`src/rtl/inst_loader_pkg.sv`:
```
// Shared definitions for the boot-time instruction loader.
// State encoding and default memory geometry.
package inst_loader_pkg;

  localparam logic [31:0] BASE_ADDR_DEF = 32'h0000_0000;
  localparam int unsigned MAX_WORDS_DEF = 1024;

  typedef enum logic [2:0] {
    S_LEN_HI = 3'd0,
    S_LEN_LO = 3'd1,
    S_DATA   = 3'd2,
    S_WRITE  = 3'd3,
    S_CSUM   = 3'd4,
    S_DONE   = 3'd5,
    S_ERR    = 3'd6
  } state_e;

endpackage

```
`src/rtl/inst_loader.sv`:
```
// Streams a length-prefixed, XOR-checked program image into
// instruction memory and releases CPU reset once it verifies.
module inst_loader
  import inst_loader_pkg::*;
#(
  parameter logic [31:0] BASE_ADDR = BASE_ADDR_DEF,
  parameter int unsigned MAX_WORDS = MAX_WORDS_DEF
) (
  input  logic        clk,
  input  logic        rst_n,
  input  logic        byte_valid,
  input  logic [7:0]  byte_data,
  output logic        byte_ready,
  output logic        im_we,
  output logic [31:0] im_addr,
  output logic [31:0] im_wd,
  output logic        cpu_rst_n,
  output logic        done,
  output logic        err
);

  state_e      state_q, state_d;
  logic [15:0] len_q, len_d;
  logic [15:0] idx_q, idx_d;
  logic [1:0]  cnt_q, cnt_d;
  logic [31:0] word_q, word_d;
  logic [7:0]  csum_q, csum_d;

  logic        byte_ready_q, byte_ready_d;
  logic        im_we_q, im_we_d;
  logic [31:0] im_addr_q, im_addr_d;
  logic [31:0] im_wd_q, im_wd_d;
  logic        done_q, done_d;
  logic        err_q, err_d;

  logic        xfer;
  logic [15:0] len_n;

  assign xfer  = byte_valid && byte_ready_q;
  assign len_n = {len_q[15:8], byte_data};

  always_comb begin
    state_d = state_q;
    len_d   = len_q;
    idx_d   = idx_q;
    cnt_d   = cnt_q;
    word_d  = word_q;
    csum_d  = csum_q;
    unique case (state_q)
      S_LEN_HI: begin
        if (xfer) begin
          len_d[15:8] = byte_data;
          state_d     = S_LEN_LO;
        end
      end
      S_LEN_LO: begin
        if (xfer) begin
          len_d = len_n;
          if (32'(len_n) > 32'(MAX_WORDS))
            state_d = S_ERR;
          else if (len_n == 16'd0)
            state_d = S_CSUM;
          else
            state_d = S_DATA;
        end
      end
      S_DATA: begin
        if (xfer) begin
          word_d = {word_q[23:0], byte_data};
          csum_d = csum_q ^ byte_data;
          cnt_d  = cnt_q + 2'd1;
          if (cnt_q == 2'd3)
            state_d = S_WRITE;
        end
      end
      S_WRITE: begin
        // hold index on the last word so it stays below MAX_WORDS
        if (idx_q == len_q - 16'd1) begin
          state_d = S_CSUM;
        end else begin
          idx_d   = idx_q + 16'd1;
          state_d = S_DATA;
        end
      end
      S_CSUM: begin
        if (xfer)
          state_d = (byte_data == csum_q) ? S_DONE : S_ERR;
      end
      default: ;
    endcase
  end

  always_comb begin
    byte_ready_d = (state_d == S_LEN_HI) || (state_d == S_LEN_LO) ||
                   (state_d == S_DATA)   || (state_d == S_CSUM);
    im_we_d      = (state_d == S_WRITE);
    im_wd_d      = im_we_d ? word_d : im_wd_q;
    im_addr_d    = BASE_ADDR + {14'd0, idx_d, 2'b00};
    done_d       = (state_d == S_DONE);
    err_d        = (state_d == S_ERR);
  end

  always_ff @(posedge clk) begin
    if (!rst_n) begin
      state_q      <= S_LEN_HI;
      len_q        <= '0;
      idx_q        <= '0;
      cnt_q        <= '0;
      word_q       <= '0;
      csum_q       <= '0;
      byte_ready_q <= 1'b0;
      im_we_q      <= 1'b0;
      im_addr_q    <= BASE_ADDR;
      im_wd_q      <= '0;
      done_q       <= 1'b0;
      err_q        <= 1'b0;
    end else begin
      state_q      <= state_d;
      len_q        <= len_d;
      idx_q        <= idx_d;
      cnt_q        <= cnt_d;
      word_q       <= word_d;
      csum_q       <= csum_d;
      byte_ready_q <= byte_ready_d;
      im_we_q      <= im_we_d;
      im_addr_q    <= im_addr_d;
      im_wd_q      <= im_wd_d;
      done_q       <= done_d;
      err_q        <= err_d;
    end
  end

  assign byte_ready = byte_ready_q;
  assign im_we      = im_we_q;
  assign im_addr    = im_addr_q;
  assign im_wd      = im_wd_q;
  assign done       = done_q;
  assign err        = err_q;
  assign cpu_rst_n  = done_q;

endmodule
```
`config.mk`:
```
export PLATFORM = sky130hd
export DESIGN_NAME = inst_loader
export DESIGN_NICKNAME = d
export VERILOG_FILES = /design/src/rtl/inst_loader_pkg.sv /design/src/rtl/inst_loader.sv
export SDC_FILE = /design/constraint.sdc
export NUM_CORES = 1
export LEC_CHECK = 0
export CAP_MARGIN = 20
export CELL_PAD_IN_SITES_DETAIL_PLACEMENT = 0
export CELL_PAD_IN_SITES_GLOBAL_PLACEMENT = 1
export CORE_MARGIN = 3
export CORE_UTILIZATION = 29
export CTS_CLUSTER_SIZE = 14
export DETAILED_ROUTE_END_ITERATION = 6
export HOLD_SLACK_MARGIN = 0.06
export MAX_ROUTING_LAYER = met4
export PLACE_DENSITY_LB_ADDON = 0.1
export SLEW_MARGIN = 10
export SYNTH_ARGS = -nofsm -noshare
export SYNTH_HDL_FRONTEND = slang
export SYNTH_SLANG_ARGS = --single-unit
```
`constraint.sdc`:
```
create_clock -name clk -period 5.2 [get_ports clk]
set_input_delay 1.04 -clock clk [delete_from_list [all_inputs] [get_ports clk]]
set_output_delay 1.04 -clock clk [all_outputs]
set_load 0.01 [all_outputs]
```
==> metrics.txt, run 1 <==
status=completed; actual slew at the worst max-slew pin=1.016 ns; # fillers=1646; setup ws final=1.739 ns; Min-Delay Path Depth=2; RSZ-0062 raised after global routing=no; FMAX=0.2889 GHz; share of cells above drive strength 1=0.04732; pins over their slew limit=0; DR pass1 iterations=4; via/cell ratio=4.702; CP Class=register to register; CTS Buffer Depth=2; Hold Fails Final Rpt=0; post-route ant nets=0; CP Launch Type=register; global route total overflow=0; FFs w/ async S/R, synth=0; HPWL after DPL=8785 um; Synth Instances=588; # nets final=643; headroom to the max-slew limit=0.3205; Fin Setup TNS=0 ns; min-delay worst type=register to register; first-pass GRT wire length=20190 um; Leakage=2.027 nW; GRT Total Usage=0.1456; Hold Startpoint=im_wd[23]; DR DRC count=0; Final min period=3.461 ns; Setup violations, final=0; pre-CTS WS=1.770 ns; count of cell types in the netlist=53; worst vdd ir=0.0001535 V; Die Y-Extent=133.4 um; dominant cells by area after synthesis=dfxtp_1 45%, nand2_1 11%, a21oi_1 7.9%, xnor2_1 4.8%, nor2_1 3.0%; synth warn=0; initial antenna violation count=0; Yosys top cell by area=dfxtp_1; R2R depth=9; Clock Latency Late Sink=0.35 ns; top cell type's share of synthesized area=0.4466; area grow syn2layout=22.86%; row count=45; Vias=3973; vias in the first global route=3691; DRT Wirelength=12350 um; final cycle utilization of the critical path=0.6656; CTS Buf Count=9; I/O pin count=80; number of enable flip-flop cells after synthesis=0; gpl congestion=0.8074; Critical R2R Launch=len_q[3]; Post-Syn Area per Cell=8.005 um2; post-synthesis sequential element count=105; wire per inst=14.61 um; largest net degree at the start of global routing=86; RR Endpoint=im_addr[17]; post-CTS sizing=0; post-CTS setup buffer count=0; Power per Cell Area=292.7 nW/um2; root buffer cell=clkbuf_16; # port buffers=63; WP data required=5.48 ns; Synth Flop Type=dfxtp_1; die width=133.4 um; Mapped Area=4707 um2; Starting DRT DRC Count=272; arrival time at the worst endpoint=3.74 ns; Initial Util=0.3029; Num Clock Sinks=105; CP Capture Type=register; Hold Path Sink=im_wd[23]; r2r setup slk=1.74 ns; CTS H-Tree Depth=3; Die Area=17800 um2; area of the core=15540 um2; max cap viols=0; clock skew after layout=0.007225 ns; Hold Buf Count CTS=0; crit path max fanout=13; CTS tree=built; ANT cells=0; clock transition at the registers of the reported paths=0.07 ns; register area share after synthesis=0.4466
## cell usage in the layout, fill, tap and decap left out, drive strengths merged, types with 2 or more instances in the layout
master	count
a21oi	74
a31oi	4
and2	3
and3	6
and4	2
buf	6
bufinv	2
clkbuf	11
clkdlybuf4s50	63
conb	16
dfxtp	105
ha	3
inv	14
mux2i	11
nand2	143
nand2b	3
nand3	10
nand4	5
nor2	38
nor2b	2
nor3	14
nor3b	2
nor4	10
nor4b	3
o21ai	9
o31a	2
or3	7
or4	5
xnor2	26
xor2	15
## sequential cells by signal, summed over array words and instances (netlist names)
| name | count |
|---|---|
| im_we | 1 |
| byte_ready | 1 |
| len_q | 16 |
| word_q | 24 |
| err | 1 |
| state_q | 3 |
| im_addr | 16 |
| csum_q | 8 |
| im_wd | 32 |
| cpu_rst_n | 1 |
| cnt_q | 2 |
## per-stage QoR
stage | instances | util | instance area, um2 | hold slack [ns] | total power [mW]
after floorplan | 603 | - | 4763 | 0.4321 | 0.9326
after global placement | 827 | 0.3482 | 5411 | 0.4431 | 0.9594
after detailed placement | 829 | 0.3510 | 5454 | 0.4477 | 0.9607
after CTS | 845 | 0.3721 | 5783 | 0.4576 | 1.727
after global routing | 845 | 0.3721 | 5783 | 0.4753 | 1.768
final | 845 | 0.3721 | 5783 | 0.4538 | 1.693
## power by group
group / switching (mW) / internal, mW
sequential: 0.0125 / 0.811
clock: 0.311 / 0.440
combinational: 0.0716 / 0.0463
total: 0.395 / 1.30
## critical path: stages, from the launching register on
cell and delay [ns]:
dfxtp_1 0.39, or4_1 0.72, or3_1 0.43, o31a_1 0.27, o221ai_2 0.22, nor4_2 0.08, buf_4 0.20, or4_4 0.58
or3_1 0.37, a21oi_1 0.14
## cells by family (layout without fill, tap and decap cells)
logic type      after synthesis  in the layout  share of synthesized area
fa+ha+maj                     3              3                   0.007975
buf+inv                      66             97                    0.06831
mux                          11             11                    0.02339
compound gates              103            103                     0.1247
flops                       105            105                     0.4466
other cells                   1             16                  0.0007967
simple gates                257            257                     0.2472
xor+xnor                     42             42                    0.08107
## cell usage after synthesis, types with 2 or more instances
| master | number |
|---|---|
| o21ai_0 | 9 |
| ha_1 | 3 |
| a21oi_1 | 74 |
| nand3_1 | 10 |
| nor4b_1 | 3 |
| or4_1 | 4 |
| buf_2 | 2 |
| and3_1 | 6 |
| and2_1 | 3 |
| mux2i_1 | 11 |
| nand2_1 | 143 |
| o31a_1 | 2 |
| nor4_1 | 9 |
| buf_4 | 17 |
| xnor2_1 | 26 |
| and4_1 | 2 |
| xor2_1 | 15 |
| nor2_1 | 38 |
| nor2b_1 | 2 |
| dfxtp_1 | 105 |
| clkbuf_1 | 33 |
| nand4_1 | 5 |
| inv_1 | 11 |
| nor3b_1 | 2 |
| or3_1 | 7 |
| a31oi_1 | 4 |
| nand2b_1 | 3 |
| nor3_1 | 14 |
## metal layers
| layer | routed length, um | track usage | vias to the layer above |
|---|---|---|---|
| met5 | 0 | - | - |
| met4 | 114 | 0.03771 | 0 |
| met3 | 608 | 0.03663 | 10 |
| met2 | 4947 | 0.1916 | 80 |
| met1 | 6676 | 0.2187 | 1853 |
| li1 | - | - | 2030 |
## how the worst max path moves through the flow
stage | startpoint | cells past startpoint | to | slack, ns
5_1_grt | len_q[3] | 9 | byte_ready | 1.52
3_3_place_gp | byte_valid | 8 | im_wd[2] | 1.47
3_5_place_dp | byte_valid | 9 | im_wd[2] | 1.77
6_report | len_q[3] | 9 | im_addr[17] | 1.74
2_1_floorplan | len_q[3] | 10 | im_addr[17] | 2.20
4_1_cts | len_q[3] | 9 | im_addr[17] | 1.75
## layout make-up
class	count	area [um2]	share of cell area
clock inverters	5	86.33	0.01493
well taps	211	264.0	0.04565
inverters	12	45.04	0.007789
repair buffers	69	703.2	0.1216
clock buffers	11	242.7	0.04197
multi-input cells	432	2340	0.4046
flip-flops and latches	105	2102	0.3635
(Power assumes the default switching activity.)
==> run 2, diff against run 1 <==
==> constraint.sdc (replaced) <==
create_clock -name clk -period 3.48 [get_ports clk]
set_input_delay 0.696 -clock clk [delete_from_list [all_inputs] [get_ports clk]]
set_output_delay 0.696 -clock clk [all_outputs]
set_load 0.01 [all_outputs]
==> run 2 against run 1 <==
Effect of this change:
- routed wire length is 3.8% higher
- critical path depth stayed put
- hold slack better by 0.0016 ns
- first-iteration DRC count down 19%
- design area up 0.71%
- sequential share of layout area down 0.26 points
- die area is the same
- critical endpoint is now byte_ready
- highest routed layer unchanged
==> metrics.txt, run 2 (synthesis gave the netlist of run 1 again) <==
status=completed; share of cells above drive strength 1=0.06357 (+0.01625); combinational group share of total power=0.078 (+0.008); Clock Latency Late Sink=0.35 ns (about the same); commonest non-fill, non-tap cell in the layout=nand2_1; final instance area=5824 um2 (+0.71%); gpl congestion=0.8067 (about the same); Util after Layout=0.3748 (+0.002657); FF+latch area=2102 um2 (unchanged); Hold Fails Final Rpt=0 (unchanged); clock transition at the registers of the reported paths=0.07 ns (about the same); net switching power figure=0.6053 mW (+53%); Die Area=17800 um2 (unchanged); CP Launch Type=register; row count=45 (unchanged); post-CTS sizing=0 (unchanged); worst vdd ir=0.0002313 V (+51%); dpl cell area=5534 um2 (+1.5%); I/O pin count=80 (unchanged); DR pass1 iterations=5 (+1); # fillers=1672 (+1.6%); wire per inst=14.97 um (+2.4%); Critical-path top delay cell=or4_1; DR DRC count=0 (unchanged); commonest cells after routing, fill and taps aside=143 x nand2_1, 105 x dfxtp_1, 74 x a21oi_1; via/cell ratio=4.748 (+0.98%); CP Class=register to register; Leakage=2.059 nW (+1.6%); post-route ant nets=0 (unchanged); area grow syn2layout=23.74%; Power per Cell Area=417.0 nW/um2 (+42%); final cycle utilization of the critical path=0.9207 (+0.2551); actual slew at the worst max-slew pin=0.6284 ns (-0.3879 ns); max cap viols=0 (unchanged); r2r setup slk=0.28 ns (-1.46 ns); Num Clock Sinks=105 (unchanged); Critical R2R Launch=len_q[7]; # port buffers=63 (unchanged); Initial Util=0.3029 (unchanged); pre-CTS WS=0.3313 ns (-1.439 ns); HPWL after DPL=9189 um (+4.6%); R2R depth=9 (unchanged); die width=133.4 um (unchanged); Clk pwr share=0.416 (-0.028); Setup violations, final=0 (unchanged); Final min period=3.204 ns (-0.2572 ns); CTS tree=built; Min-Delay Path Depth=2 (unchanged); Starting DRT DRC Count=220 (-19%); Vias=4064 (+2.3%); Fin Setup TNS=0 ns (unchanged); CTS Buf Count=9 (unchanged); CP Capture Type=register; first-pass GRT wire length=20470 um (+1.4%); Hold Startpoint=im_wd[6]; Hold Buf Count CTS=0 (unchanged); arrival time at the worst endpoint=3.50 ns (-0.24 ns); clock skew after layout=0.005781 ns (-0.001443 ns); RR Endpoint=byte_ready; CTS Buffer Depth=2 (unchanged); min-delay worst type=register to register; Pint=1.824 mW (+41%); CP peak stage delay=0.63 ns (-0.09 ns); vias in the first global route=3788 (+2.6%); FMAX=0.3121 GHz (+8.0%); setup ws final=0.2759 ns (-1.463 ns); CP cell instances=or4_1 > or3_1 > nor4_1 > o221ai_2 > nor4_2 > buf_4 > a31oi_1 > o21ai_0 > o221a_2; Largest register FFs=32 (unchanged); RSZ-0062 raised after global routing=no; CTS H-Tree Depth=3 (unchanged); # nets final=654 (+1.7%); crit path max fanout=9 (-4); WP data required=3.78 ns (-1.70 ns); sequential power share=0.507 (+0.020); Die Y-Extent=133.4 um (unchanged); headroom to the max-slew limit=0.5772 (+0.2567); initial antenna violation count=0 (unchanged); GRT Total Usage=0.1481 (+0.002531); root buffer cell=clkbuf_16; largest net degree at the start of global routing=41 (-52%); DRT Wirelength=12820 um (+3.8%); post-CTS setup buffer count=0 (unchanged); ANT cells=0 (unchanged); global route total overflow=0 (unchanged); area of the core=15540 um2 (unchanged); Hold Path Sink=im_wd[6]; Net Sw Frac=0.2492 (+0.01586); area of the multi-input gates=2340 um2 (unchanged); pins over their slew limit=0 (unchanged)
==> run 2: cell count changes in the layout (fill, tap and decap cells not counted) <==
cell	delta
buf_8	-1
buf_16	-1
bufinv_16	-2
buf_12	+2
clkinvlp_4	+1
clkbuf_8	+1
buf_4	+11
==> run 2: worst max path at each step <==
| stage | slack, ns | cells past startpoint | startpoint | endpoint |
|---|---|---|---|---|
| final | 0.28 | 9 | len_q[7] | byte_ready |
| after detailed placement | 0.33 | 9 | len_q[7] | byte_ready |
| after CTS | 0.30 | 10 | len_q[0] | byte_ready |
| after global routing | 0.06 | 11 | len_q[0] | byte_ready |
| after global placement | 0.41 | 9 | len_q[2] | im_addr[17] |
| after floorplan | 0.48 | 10 | len_q[3] | im_addr[17] |
==> run 2: area by class of cell <==
cell class              instances  area share
multi-input cells             432      0.4017
flip-flops and latches        105      0.3609
repair buffers                 80      0.1345
well taps                     211     0.04533
clock buffers                  12     0.04404
inverters                      12    0.007734
clock inverters                 4    0.005800
==> run 2: worst max-delay path, delay by kind of cell (launching register included) <==
family	cells	cell delay [ns]
flip-flops	1	0.36
AND/OR/NAND/NOR	4	1.69
buffers and inverters	1	0.23
AO/OA/AOI/OAI	4	0.86
==> run 2: metal layers <==
layer | part of all wire | track usage
met1 | 0.55 | 0.2219
met2 | 0.40 | 0.1978
met3 | 0.038 | 0.02568
met4 | 0.015 | 0.05143
met5 | 0 | -
==> run 2: per-stage QoR <==
stage | total power [mW] | cells | hold WS [ns]
after floorplan | 1.394 | 603 | 0.4321
after global placement | 1.449 | 840 | 0.4442
after detailed placement | 1.448 | 840 | 0.4494
after CTS | 2.468 | 856 | 0.4560
after global routing | 2.536 | 856 | 0.4723
final | 2.429 | 856 | 0.4553
==> run 2: power by group through the flow <==
stage                     clock (mW)  sequential [mW]  combinational [mW]
after floorplan                    0             1.25               0.143
after global placement             0             1.26               0.190
after detailed placement           0             1.26               0.189
after CTS                       1.05             1.23               0.190
after global routing            1.09             1.23               0.208
final                           1.01             1.23               0.189
